**src/rtl/key_debounce_pkg.sv**
```systemverilog
// Shared types, default timing constants and the counter-width helper
// used by the key debouncer.
package key_debounce_pkg;

  typedef enum logic [1:0] {
    IDLE,
    DB_PRESS,
    HELD,
    DB_RELEASE
  } db_state_e;

  localparam int DEF_N_KEYS          = 5;
  localparam int DEF_DEBOUNCE_MS     = 20;
  localparam int DEF_REPEAT_DELAY_MS = 500;
  localparam int DEF_REPEAT_RATE_MS  = 100;

  // One spare bit above the largest count, so increments never wrap.
  function automatic int cnt_width(input int a, input int b, input int c);
    int m;
    m = a;
    if (b > m) m = b;
    if (c > m) m = c;
    return $clog2(m) + 1;
  endfunction

endpackage

```
**src/rtl/key_debounce_ch.sv**
```systemverilog
// One debounce channel: two-flop synchronizer, tick-driven state machine,
// debounce and auto-repeat counters, and registered event pulses.
module key_debounce_ch
  import key_debounce_pkg::*;
#(
  parameter int DEBOUNCE_MS     = DEF_DEBOUNCE_MS,
  parameter int REPEAT_DELAY_MS = DEF_REPEAT_DELAY_MS,
  parameter int REPEAT_RATE_MS  = DEF_REPEAT_RATE_MS,
  parameter bit ACTIVE_LOW      = 1'b0
) (
  input  logic clk_in,
  input  logic rst,
  input  logic tick_1khz,
  input  logic key_raw,
  output logic key_level,
  output logic key_press,
  output logic key_release,
  output logic key_rpt
);

  localparam int CW = cnt_width(DEBOUNCE_MS, REPEAT_DELAY_MS, REPEAT_RATE_MS);
  localparam logic [CW-1:0] DB_LAST    = CW'(DEBOUNCE_MS - 1);
  localparam logic [CW-1:0] RPT_AT     = CW'(REPEAT_DELAY_MS);
  localparam logic [CW-1:0] RPT_RELOAD = (REPEAT_RATE_MS < REPEAT_DELAY_MS)
                                         ? CW'(REPEAT_DELAY_MS - REPEAT_RATE_MS)
                                         : '0;
  localparam logic IDLE_RAW = ACTIVE_LOW;

  logic [1:0]    sync_q;
  logic          key_s;
  db_state_e     state;
  logic [CW-1:0] cnt;
  logic [CW-1:0] rcnt;
  logic [CW-1:0] rcnt_nxt;

  // Reset to the idle pin level so leaving reset never looks like an edge.
  always_ff @(posedge clk_in) begin
    if (rst) sync_q <= {2{IDLE_RAW}};
    else     sync_q <= {sync_q[0], key_raw};
  end

  assign key_s    = sync_q[1] ^ ACTIVE_LOW;
  assign rcnt_nxt = rcnt + CW'(1);

  always_ff @(posedge clk_in) begin
    if (rst) begin
      state       <= IDLE;
      cnt         <= '0;
      rcnt        <= '0;
      key_level   <= 1'b0;
      key_press   <= 1'b0;
      key_release <= 1'b0;
      key_rpt     <= 1'b0;
    end else begin
      // NOTE: pulses default low every cycle; a branch below raises one for
      // exactly the cycle after the accepting tick.
      key_press   <= 1'b0;
      key_release <= 1'b0;
      key_rpt     <= 1'b0;
      if (tick_1khz) begin
        case (state)
          IDLE: begin
            if (key_s) begin
              state <= DB_PRESS;
              cnt   <= CW'(1);
            end
          end
          DB_PRESS: begin
            if (!key_s) begin
              state <= IDLE;
            end else if (cnt == DB_LAST) begin
              state     <= HELD;
              key_level <= 1'b1;
              key_press <= 1'b1;
              rcnt      <= '0;
            end else begin
              cnt <= cnt + CW'(1);
            end
          end
          HELD: begin
            if (!key_s) begin
              state <= DB_RELEASE;
              cnt   <= CW'(1);
            end else if (REPEAT_DELAY_MS > 0) begin
              if (rcnt_nxt == RPT_AT) begin
                key_rpt <= 1'b1;
                rcnt    <= RPT_RELOAD;
              end else begin
                rcnt <= rcnt_nxt;
              end
            end
          end
          DB_RELEASE: begin
            // A bounce back to pressed resumes HELD with rcnt untouched.
            if (key_s) begin
              state <= HELD;
            end else if (cnt == DB_LAST) begin
              state       <= IDLE;
              key_level   <= 1'b0;
              key_release <= 1'b1;
            end else begin
              cnt <= cnt + CW'(1);
            end
          end
          default: state <= IDLE;
        endcase
      end
    end
  end

endmodule

```
**src/rtl/key_debounce.sv**
```systemverilog
// N-key debouncer with press/release/auto-repeat pulses, timed in 1 ms ticks,
// plus a registered any-event flag for the game logic.
module key_debounce
  import key_debounce_pkg::*;
#(
  parameter int N_KEYS          = DEF_N_KEYS,
  parameter int DEBOUNCE_MS     = DEF_DEBOUNCE_MS,
  parameter int REPEAT_DELAY_MS = DEF_REPEAT_DELAY_MS,
  parameter int REPEAT_RATE_MS  = DEF_REPEAT_RATE_MS,
  parameter bit ACTIVE_LOW      = 1'b0
) (
  input  logic              clk_in,
  input  logic              rst,
  input  logic              tick_1khz,
  input  logic [N_KEYS-1:0] key_raw,
  output logic [N_KEYS-1:0] key_level,
  output logic [N_KEYS-1:0] key_press,
  output logic [N_KEYS-1:0] key_release,
  output logic [N_KEYS-1:0] key_rpt,
  output logic              any_evt
);

  for (genvar i = 0; i < N_KEYS; i++) begin : g_ch
    key_debounce_ch #(
      .DEBOUNCE_MS    (DEBOUNCE_MS),
      .REPEAT_DELAY_MS(REPEAT_DELAY_MS),
      .REPEAT_RATE_MS (REPEAT_RATE_MS),
      .ACTIVE_LOW     (ACTIVE_LOW)
    ) u_ch (
      .clk_in     (clk_in),
      .rst        (rst),
      .tick_1khz  (tick_1khz),
      .key_raw    (key_raw[i]),
      .key_level  (key_level[i]),
      .key_press  (key_press[i]),
      .key_release(key_release[i]),
      .key_rpt    (key_rpt[i])
    );
  end

  always_ff @(posedge clk_in) begin
    if (rst) any_evt <= 1'b0;
    else     any_evt <= |(key_press | key_rpt);
  end

endmodule

```
**config.mk**
```make
export PLATFORM = sky130hd
export DESIGN_NAME = key_debounce
export DESIGN_NICKNAME = d
export VERILOG_FILES = /design/src/rtl/key_debounce_pkg.sv /design/src/rtl/key_debounce_ch.sv /design/src/rtl/key_debounce.sv
export SDC_FILE = /design/constraint.sdc
export NUM_CORES = 1
export LEC_CHECK = 0
export ABC_AREA = 1
export CAP_MARGIN = 10
export CORE_ASPECT_RATIO = 2
export CORE_MARGIN = 2
export CORE_UTILIZATION = 60
export CTS_CLUSTER_DIAMETER = 200
export CTS_CLUSTER_SIZE = 14
export DETAILED_ROUTE_END_ITERATION = 10
export PLACE_DENSITY = 0.79
export SLEW_MARGIN = 20
export SYNTH_ARGS = -nofsm -noshare
export SYNTH_HDL_FRONTEND = slang
export SYNTH_SLANG_ARGS = --single-unit
```
**constraint.sdc**
```tcl
create_clock -name clk_in -period 3.6 [get_ports clk_in]
set_clock_uncertainty 0.1 [all_clocks]
set_input_delay 0.72 -clock clk_in [delete_from_list [all_inputs] [get_ports clk_in]]
set_output_delay 0.72 -clock clk_in [all_outputs]
set_load 0.01 [all_outputs]
```
Word-level counts from Yosys, hierarchy flattened. Index checks and enable logic that the tools add are counted.

Flip-flop bits (word level): 141. Word-level logic and storage cells: 319.

$add $sub $neg: 10. Equal/unequal tests: 70. Multiplexer cells: 125. Bitwise operators: 22. Reductions and logical operators: 51.

Operators with widths (number): $mux 10 (45); $pmux 10 s4 (5); $add 10x1->10 const B (10); $pmux 10 s2 (5); $reduce_and 5->1 (15); $mux 2 (30); $reduce_or 4->1 (15); $eq 10x5->1 const B (5); $eq 10x9->1 const B (5); $ne 2x1->1 const B (25); $pmux 2 s4 (5); $mux 1 (30); $reduce_and 6->1 (5); $not 1->1 (21); $eq 2x2->1 const B (10); $ne 2x2->1 const B (10); $reduce_bool 2->1 (10); $ne 3x1->1 const B (5); $ne 3x3->1 const B (5); $eq 2x1->1 const B (5); $logic_not 2->1 (5); $pmux 1 s2 (5); $or 5x5->5 (1); $reduce_or 5->1 (1).

Depth between registers and ports, before layout. Gate-level depths: netlist of the first run.

Word-level depth: 5. Gate-level depth with buffers: 12. Mapped depth without buffers: 11.

By module. Synthesis of the first run repeated with hierarchy kept, for this count alone.

Cells, all modules: 1189. Area, all modules: 7836.3 sq um.

By module, submodules not included: key_debounce_ch at g_ch[0].u_ch ... (times used 2, cells an instance 243, area each 1569.0 sq um); key_debounce_ch at g_ch[2].u_ch ... (times used 2, cells an instance 230, area each 1535.2 sq um); key_debounce_ch at g_ch[1].u_ch (times used 1, cells an instance 233, area each 1572.8 sq um); key_debounce (times used 1, cells an instance 10, area each 55.1 sq um).

Least setup slack after synthesis of the first run. Ideal clock, no wire load.

Path kind: input to register. From: in tick_1khz. To: reg g_ch[4].u_ch.cnt[9]. Library setup time: 0.128 ns. Arrival: 1.608 ns. Required time: 3.372 ns. Slack: 1.765 ns. Cell stages on the path: 7. Path through: buf_2 inv_1 nor2_1 nand2_2 buf_6 a21oi_1 nor2_1.

Cells in the longest elaborated chain, start to end: 1.

Ends and longest elaborated chain: start, declared (line key_debounce.sv:14) `input logic tick_1khz,`; $reduce_and 5->1 (no source line); end signal, assigned (line key_debounce_ch.sv:77) `cnt <= cnt + CW'(1);`; end signal, assigned (line key_debounce_ch.sv:102) `cnt <= cnt + CW'(1);`; end, declared (line key_debounce_ch.sv:32) `logic [CW-1:0] cnt;`.

No other way between the ends. A chain may end at the register's enable or synchronous reset.

Worst setup path after layout of the first run.
From: in tick_1khz. To: reg g_ch[4].u_ch.cnt[7].

The elaborated chain is that of the path after synthesis.

==> impl_metrics.yaml, run 1 <==
run_status:
  status: "finished clean"
route:
  vias_per_cell: 5.48
  routed_wirelength_um: 17900
  wire_per_inst_um: 13.0
  first_pass_iters: 5
  drt_iter0_markers: 363
  route.detailed.drc: 0
  vias: 7540
  ant_nets: 0
global_route:
  grt_first_pass_wirelength_um: 30800
  grtUsageMet3_pct: 5.45
  grt-busiest-layer: "met2"
  grt_usage_pct: 26.1
  antenna_found_initial: 0
  grt_max_degree: 73
  grt_util_met1_pct: 25.3
  grt_pass1_vias: 7256
  globalRouteMet2Util_pct: 50.4
  grt-ovfl-total: 0
die:
  rows: 59
  io_pins: 29
  core_um2: 13000
  dieArea_um2: 14200
  chipHeight_um: 167
  start_util_pct: 61.0
  dieWidth_um: 85.3
logic_synthesis:
  syn_area_um2: 7930
  seq_area_frac_synth_pct: 35.6
  synth_cell_type_count: 40
  synthesis.nets: 1228
  synth-seq-cells: 141
  yosys_warnings: 0
  synth_cells: 1210
  syn_area_per_cell_um2: 6.55
clocking:
  h-tree-depth: 4
  cts_made_buffers: 17
  cts_setup_buffers: 0
  cts_hold_buf: 0
  cts_tree: "built"
  clk_path_buf_depth: 2
  clk_latency_ns: 0.42
  cts_sinks: 141
  cts-root-buf: "clkbuf_16"
  cts_resized: 0
  cts.clk_slew.worst_paths_ns: 0.06
hold_path:
  hp-class: "reg -> reg"
finish:
  mostFrequentLayoutCells: "324 x nand2_1, 152 x nor2_1, 141 x dfxtp_1"
  syn_to_final_growth_pct: 9.75
  fin_area_um2: 8700
  layout.nets: 1229
  drive_gt1_share_pct: 8.09
  antenna_cells: 0
  final_common_cell: "nand2_1"
critical_path:
  cp-end-kind: "flip-flop"
  path_max_fanout: 19
  crit_chain: "clkdlybuf4s50_1 -> buf_4 -> inv_1 -> nor2_1 -> nand2_2 -> inv_2 -> nand2_1 -> nor2_1 -> nor2_1"
  start_kind: "primary input"
  cp.required_ns: 3.81
  path_common_cell: "nor2_1"
  critPathMaxStageDelay_ns: 0.45
  crit_slowest_cell: "clkdlybuf4s50_1"
  cp.arrival_ns: 2.48
  worstSetupPathType: "in -> reg"
pwr:
  power_w: 0.00359
  power_density_nw_per_um2: 413
  peakVddDrop_uv: 365
  leakage_nw: 3.17
sta:
  fmax_mhz: 441
  period_minus_slack_ns: 2.27
  finalSetupViolCount: 0
  slew_viol_final: 0
  fin_setup_tns_ns: 0
  hold_violations: 0
  tightest_slew_ns: 0.795
  relSlewSlack_pct: 47.0
  finalCritPeriodShare_pct: 63.1
  rsz0062_at_grt: "no"
flow_run:
  cap_viol_max_count: 0
placement:
  placed_cell_area_um2: 8080
  dp_hpwl_um: 12900
  portBuffers: 28
  gp_congestion: 0.898
through the flow:
stage / hold slack, ns / utilization (%) / instances / setup WS (ns)
after floorplan: 0.288 / - / 1210 / 1.76
after global placement: 0.291 / 62.2 / 1344 / 0.957
after detailed placement: 0.300 / 62.2 / 1344 / 0.916
after CTS: 0.308 / 67.0 / 1376 / 1.34
after global routing: 0.337 / 67.0 / 1376 / 1.17
final: 0.307 / 67.0 / 1376 / 1.33
cells by family (layout without fill, tap and decap cells):
| logic type | after synthesis | count (layout) | share of synthesized area (%) |
|---|---|---|---|
| xor gates and xnor gates | 29 | 29 | 3.20 |
| buffers and inverters | 197 | 211 | 11.4 |
| AOI/OAI and AO/OA | 132 | 132 | 8.55 |
| and+or+nand+nor | 701 | 701 | 39.7 |
| adders and majority gates | 10 | 10 | 1.58 |
| DFF | 141 | 141 | 35.6 |
cell type report:
cell class | count | area (µm²)
timing repair buffer | 31 | 300
multi-input combinational | 872 | 4200
inverter | 148 | 561
sequential | 141 | 2820
clock buffer | 17 | 425
clock inverter | 15 | 198
fill | 1161 | 4290
tap | 152 | 190
critical path: cells and delay by family:
family | cells | cell delay (ns)
buffers and inverters | 4 | 1.07
and+or+nand+nor | 5 | 0.69
Yosys cell counts (all sizes together):
master / count / share of area, %
nor3b: 2 / 0.19
and2: 3 / 0.24
xnor2: 3 / 0.33
nor2: 169 / 9.0
a21oi: 96 / 6.1
nand4: 36 / 2.8
or2: 3 / 0.24
o21bai: 1 / 0.095
nand3: 91 / 6.1
nand2: 338 / 17
a31oi: 1 / 0.079
xor2: 26 / 2.9
o21ai: 33 / 2.2
clkbuf: 12 / 0.57
inv: 147 / 7.0
o211ai: 1 / 0.095
nand3b: 5 / 0.47
clkinv: 1 / 0.047
nor3: 46 / 3.6
nor4: 8 / 0.63
dfxtp: 141 / 36
buf: 37 / 3.7
ha: 10 / 1.6
power breakdown:
group	total (W)	switching, W	leakage, nW	internal (W)
Combinational	0.000151	0.000110	1.73	0.0000402
Clock	0.00184	0.000686	0.299	0.00116
Sequential	0.00160	0.0000253	1.14	0.00158
Total	0.00359	0.000822	3.17	0.00277
state kept, by name, indices dropped and copies added (netlist names), named ones only:
register,cells
g_ch.u_ch.sync_q,10
g_ch.u_ch.rcnt,50
g_ch.u_ch.state,5
g_ch.u_ch.key_release,5
g_ch.u_ch.cnt,50
g_ch.u_ch.key_rpt,5
any_evt,1
g_ch.u_ch.key_level,5
g_ch.u_ch.key_press,5
worst paths after layout:
check	depth (start not counted)	slack, ns	endpoint	from
min	2	0.31	g_ch[3].u_ch.sync_q[1]	g_ch[3].u_ch.sync_q[0]
min reg2reg	2	0.31	g_ch[3].u_ch.sync_q[1]	g_ch[3].u_ch.sync_q[0]
max	9	1.33	g_ch[4].u_ch.cnt[7]	tick_1khz
max reg2reg	8	1.50	g_ch[0].u_ch.cnt[2]	g_ch[0].u_ch.cnt[0]
layer usage:
layer	share of wire, %	wire (µm)
met4	2.9	516
met1	38	6840
met3	3.3	589
met5	0	0
met2	56	9980
No activity file was read; power rests on OpenSTA's default activity.
==> inputs of run 2 (changes only) <==
==> constraint.sdc (replaced) <==
create_clock -name clk_in -period 2.1 [get_ports clk_in]
set_clock_uncertainty 0.1 [all_clocks]
set_input_delay 0.42 -clock clk_in [delete_from_list [all_inputs] [get_ports clk_in]]
set_output_delay 0.42 -clock clk_in [all_outputs]
set_load 0.01 [all_outputs]
==> impl_metrics.yaml, run 2 (same netlist as run 1, synthesis figures left out) <==
die:
  dieArea_um2: 14200
  io_pins: 29
  core_um2: 13000
  rows: 59
  dieWidth_um: 85.3
  start_util_pct: 61.0
  chipHeight_um: 167
route:
  highest_layer: "met4"
  wl_met1_um: 6710
  drt_iter0_markers: 364
  wl_met2_um: 9870
  dr_wl_met3_um: 708
  routed_wirelength_um: 17900
  ant_nets: 0
  first_pass_iters: 8
  wire_per_inst_um: 12.8
  vias_per_cell: 5.45
  vias: 7607
  route.detailed.drc: 0
critical_path:
  cp-end-kind: "output port"
  startpoint: "g_ch[3].u_ch.key_rpt"
  critPathMaxStageDelay_ns: 0.58
  cp.required_ns: 1.58
  reg2reg_from: "g_ch[2].u_ch.cnt[1]"
  timing.rr.end: "g_ch[2].u_ch.cnt[1]"
  worstSetupPathType: "reg -> out"
  crit_slowest_cell: "clkdlybuf4s50_1"
  path_buf_inv: 1
  rr_worst_depth: 7
  r2r_slack_ns: 0.20
  cp_top_family: "buffers and inverters"
  crit_chain: "clkdlybuf4s50_1"
  cp.arrival_ns: 1.38
  start_kind: "flip-flop"
  path_max_fanout: 2
run_status:
  status: "finished clean"
finish:
  finish.utilization_pct: 68.3
  multi_input_area_um2: 4210
  fillers: 1137
  mostFrequentLayoutCells: "324 x nand2_1, 152 x nor2_1, 141 x dfxtp_1"
  antenna_cells: 0
  fin_cells: 1396
  top_regs: "g_ch.u_ch.cnt (50), g_ch.u_ch.rcnt (50), g_ch.u_ch.sync_q (10)"
  layout.nets: 1249
  drive_gt1_share_pct: 9.49
  final_common_cell: "nand2_1"
  syn_to_final_growth_pct: 11.9
  regArea_um2: 2820
sta:
  fin_setup_tns_ns: 0
  relSlewSlack_pct: 62.6
  hold_violations: 0
  period_minus_slack_ns: 1.90
  fmax_mhz: 526
  rsz0062_at_grt: "no"
  tightest_slew_ns: 0.557
  finalSetupViolCount: 0
  finalCritPeriodShare_pct: 90.5
  slew_viol_final: 0
placement:
  gp_congestion: 0.913
  place_inst: 1364
  dp_hpwl_um: 12900
  portBuffers: 28
hold_path:
  hold_start: "rst"
  hp-class: "in -> reg"
  hold-path-cell-count: 4
pwr:
  leakage_nw: 3.26
  peakVddDrop_uv: 655
  power_w: 0.00606
  power_density_nw_per_um2: 683
clocking:
  clk_path_buf_depth: 2
  cts_setup_buffers: 0
  cts_tree: "built"
  cts_sinks: 141
  clk_latency_ns: 0.41
  cts-root-buf: "clkbuf_16"
  cts.clk_slew.worst_paths_ns: 0.06
  h-tree-depth: 4
  cts_made_buffers: 17
global_route:
  antenna_found_initial: 0
  grt-ovfl-total: 0
  grt_pass1_vias: 7285
  grt_first_pass_wirelength_um: 30900
  grt_max_degree: 95
  grt_usage_pct: 26.0
flow_run:
  cap_viol_max_count: 0
-- run 2: cell count changes in the layout (fill, tap and decap cells not counted), moves of 2 or more --
cell / previous run / this run
buf_12: 0 / 3
buf_4: 4 / 21
clkinv_2: 4 / 2
clkinvlp_4: 3 / 6
-- run 2: routing by layer --
layer	vias to the layer above	track usage, %
met5	-	0
met4	0	13.4
met3	62	4.26
met2	182	49.6
met1	3467	26.1
li1	3896	-
-- run 2: stage by stage --
stage | hold WS (ns) | area (µm²) | worst slack, ns
after floorplan | 0.288 | 7930 | 0.464
after global placement | 0.290 | 8270 | 0.0288
after detailed placement | 0.297 | 8270 | -0.0217
after CTS | 0.269 | 8870 | 0.171
after global routing | 0.295 | 8870 | 0.0337
final | 0.277 | 8870 | 0.199
-- run 2: worst max path at each step --
stage,end,depth (start not counted)
global placement,g_ch[3].u_ch.cnt[2],7
detailed placement,g_ch[2].u_ch.rcnt[8],7
finish,key_rpt[3],1
global route,g_ch[2].u_ch.cnt[7],8
floorplan,g_ch[1].u_ch.key_level,9
CTS,g_ch[0].u_ch.cnt[2],8
-- run 2: timing repair --
action | 4_1_cts | 5_1_grt
endpoints found under the setup margin | 0 | 3
hold endpoints to repair | 0 | 0
resized for setup | 0 | 1
hold buffers | 0 | 0
-- run 2: worst reg2reg max path: stages (launching register included) --
cell and delay [ns]:
dfxtp_1 0.36, ha_1 0.20, inv_1 0.09, nor3_1 0.14, nand2_1 0.19, o21ai_2 0.48, nand2_1 0.09, a21oi_1 0.17
-- run 2: area by class of cell --
| cell class | instances | area share (%) |
|---|---|---|
| multi-input combinational | 872 | 47.5 |
| clock inverter | 14 | 1.93 |
| clock buffer | 18 | 4.84 |
| sequential | 141 | 31.8 |
| timing repair buffer | 51 | 5.50 |
| inverter | 148 | 6.32 |
| tap | 152 | 2.14 |
-- run 2: power by group --
group          switching [W]  total [W]  internal, W
Combinational       0.000213   0.000310    0.0000976
Clock                0.00116    0.00302      0.00186
Sequential         0.0000275    0.00273      0.00270
Total                0.00140    0.00606      0.00466
==> inputs of run 3 (changes only) <==
--- a/config.mk
+++ b/config.mk
@@ -7,13 +7,15 @@
 export LEC_CHECK = 0
 export ABC_AREA = 1
 export CAP_MARGIN = 10
-export CORE_ASPECT_RATIO = 2
+export CORE_ASPECT_RATIO = 1.1
 export CORE_MARGIN = 2
 export CORE_UTILIZATION = 60
+export CTS_BUF_LIST = sky130_fd_sc_hd__clkbuf_16
 export CTS_CLUSTER_DIAMETER = 200
 export CTS_CLUSTER_SIZE = 14
 export DETAILED_ROUTE_END_ITERATION = 10
 export PLACE_DENSITY = 0.79
+export SKIP_LAST_GASP = 1
 export SLEW_MARGIN = 20
 export SYNTH_ARGS = -nofsm -noshare
 export SYNTH_HDL_FRONTEND = slang
==> impl_metrics.yaml, run 3 (same netlist as run 1, synthesis figures left out) <==
pwr:
  clkPwrFrac_pct: 52.0
  p_comb_share_pct: 4.8
  power_frac_seq_pct: 43.2
  leakage_nw: 3.28
  switchingPower_w: 0.00141
  internal_power_w: 0.00490
  peakVddDrop_uv: 528
  power_density_nw_per_um2: 708
  swShare_pct: 22.4
sta:
  relSlewSlack_pct: 65.0
  hold_violations: 0
  period_minus_slack_ns: 1.96
  fmax_mhz: 509
  tightest_slew_ns: 0.525
  finalSetupViolCount: 0
  slew_viol_final: 0
  finalCritPeriodShare_pct: 93.5
  rsz0062_at_grt: "no"
route:
  drt_iter0_markers: 463
  ant_nets: 0
  first_pass_iters: 5
  route.detailed.drc: 0
  routed_wirelength_um: 16600
  wire_per_inst_um: 11.8
  vias_per_cell: 5.27
  vias: 7417
die:
  chipHeight_um: 125
  core_um2: 13000
  dieArea_um2: 14100
  rows: 44
  io_pins: 29
  start_util_pct: 60.8
  dieWidth_um: 114
finish:
  finish.utilization_pct: 68.3
  syn_to_final_growth_pct: 12.5
  regArea_um2: 2820
  mostFrequentLayoutCells: "324 x nand2_1, 152 x nor2_1, 140 x dfxtp_1"
  fin_cells: 1408
  layout.nets: 1252
  top_regs: "g_ch.u_ch.cnt (50), g_ch.u_ch.rcnt (50), g_ch.u_ch.sync_q (10)"
  antenna_cells: 0
  final_common_cell: "nand2_1"
  multi_input_area_um2: 4210
  drive_gt1_share_pct: 9.78
  fillers: 1112
clocking:
  cts_tree: "built"
  clk_latency_ns: 0.43
  cts_hold_buf: 0
  cts_sinks: 141
  cts.clk_slew.worst_paths_ns: 0.06
  cts-root-buf: "clkbuf_16"
  clk_path_buf_depth: 2
  cts_made_buffers: 17
  h-tree-depth: 4
  cts_setup_buffers: 0
  cts_resized: 0
global_route:
  grt_max_degree: 50
  grt_pass1_vias: 6662
  grt-ovfl-total: 0
  antenna_found_initial: 0
  grt_usage_pct: 24.7
  grt_first_pass_wirelength_um: 29000
critical_path:
  critical_path_depth: 1
  critPathMaxStageDelay_ns: 0.58
  path_buf_inv: 1
  crit_chain: "clkdlybuf4s50_1"
  cp_top_family: "buffers and inverters"
  timing.rr.end: "g_ch[4].u_ch.cnt[9]"
  cp-end-kind: "output port"
  start_kind: "flip-flop"
  endpoint: "key_press[1]"
  worstSetupPathType: "reg -> out"
  cp.arrival_ns: 1.44
  path_max_fanout: 2
  crit_slowest_cell: "clkdlybuf4s50_1"
  r2r_slack_ns: 0.22
  reg2reg_from: "g_ch[4].u_ch.cnt[0]"
  startpoint: "g_ch[1].u_ch.key_press"
  cp.required_ns: 1.58
  rr_worst_depth: 9
hold_path:
  hp-class: "in -> reg"
placement:
  place_inst: 1376
  dp_hpwl_um: 11800
  portBuffers: 28
  gp_congestion: 0.881
run_status:
  status: "finished clean"
flow_run:
  cap_viol_max_count: 0
==> run 3: stage by stage <==
| stage | total power (W) | hold WS (ns) | setup WS, ns | instance area, µm² | setup TNS, ns |
|---|---|---|---|---|---|
| 2_1_floorplan | 0.00301 | 0.288 | 0.464 | 7930 | 0 |
| 3_3_place_gp | 0.00308 | 0.296 | -0.0440 | 8260 | -0.309 |
| 3_5_place_dp | 0.00309 | 0.299 | -0.0709 | 8260 | -0.806 |
| 4_1_cts | 0.00637 | 0.281 | 0.112 | 8910 | 0 |
| 5_1_grt | 0.00651 | 0.290 | 0.0199 | 8920 | 0 |
| 6_report | 0.00631 | 0.288 | 0.137 | 8920 | 0 |
==> run 3: area by class of cell <==
cell class / instances / share of cell area (%)
clock inverters: 15 / 2.47
inverters: 148 / 6.29
multi-input cells: 872 / 47.2
flip-flops and latches: 141 / 31.7
repair buffers: 54 / 5.30
well taps: 161 / 2.26
clock buffers: 17 / 4.77
==> run 3: worst min-delay path by stage <==
stage | startpoint | endpoint | depth (start not counted) | slack, ns
3_3_place_gp | g_ch[1].u_ch.sync_q[0] | g_ch[1].u_ch.sync_q[1] | 2 | 0.30
3_5_place_dp | g_ch[2].u_ch.sync_q[0] | g_ch[2].u_ch.sync_q[1] | 2 | 0.30
6_report | rst | g_ch[3].u_ch.key_rpt | 4 | 0.29
2_1_floorplan | g_ch[0].u_ch.sync_q[0] | g_ch[0].u_ch.sync_q[1] | 2 | 0.29
5_1_grt | rst | g_ch[3].u_ch.key_rpt | 4 | 0.29
4_1_cts | rst | g_ch[3].u_ch.key_rpt | 4 | 0.28
==> run 3: power groups by stage <==
stage,clock network [W],registers [W],logic (W)
finish,0.00328,0.00273,0.000301
global route,0.00344,0.00273,0.000337
CTS,0.00334,0.00273,0.000300
detailed placement,0,0.00279,0.000299
global placement,0,0.00279,0.000297
floorplan,0,0.00278,0.000235
==> run 3: metal layers <==
| metal | wire length, µm | global-route usage [%] | up-vias |
|---|---|---|---|
| li1 | - | - | 3911 |
| met1 | 7630 | 30.5 | 3356 |
| met2 | 8190 | 42.3 | 125 |
| met3 | 551 | 4.96 | 25 |
| met4 | 260 | 9.04 | 0 |
| met5 | 0 | 0 | - |
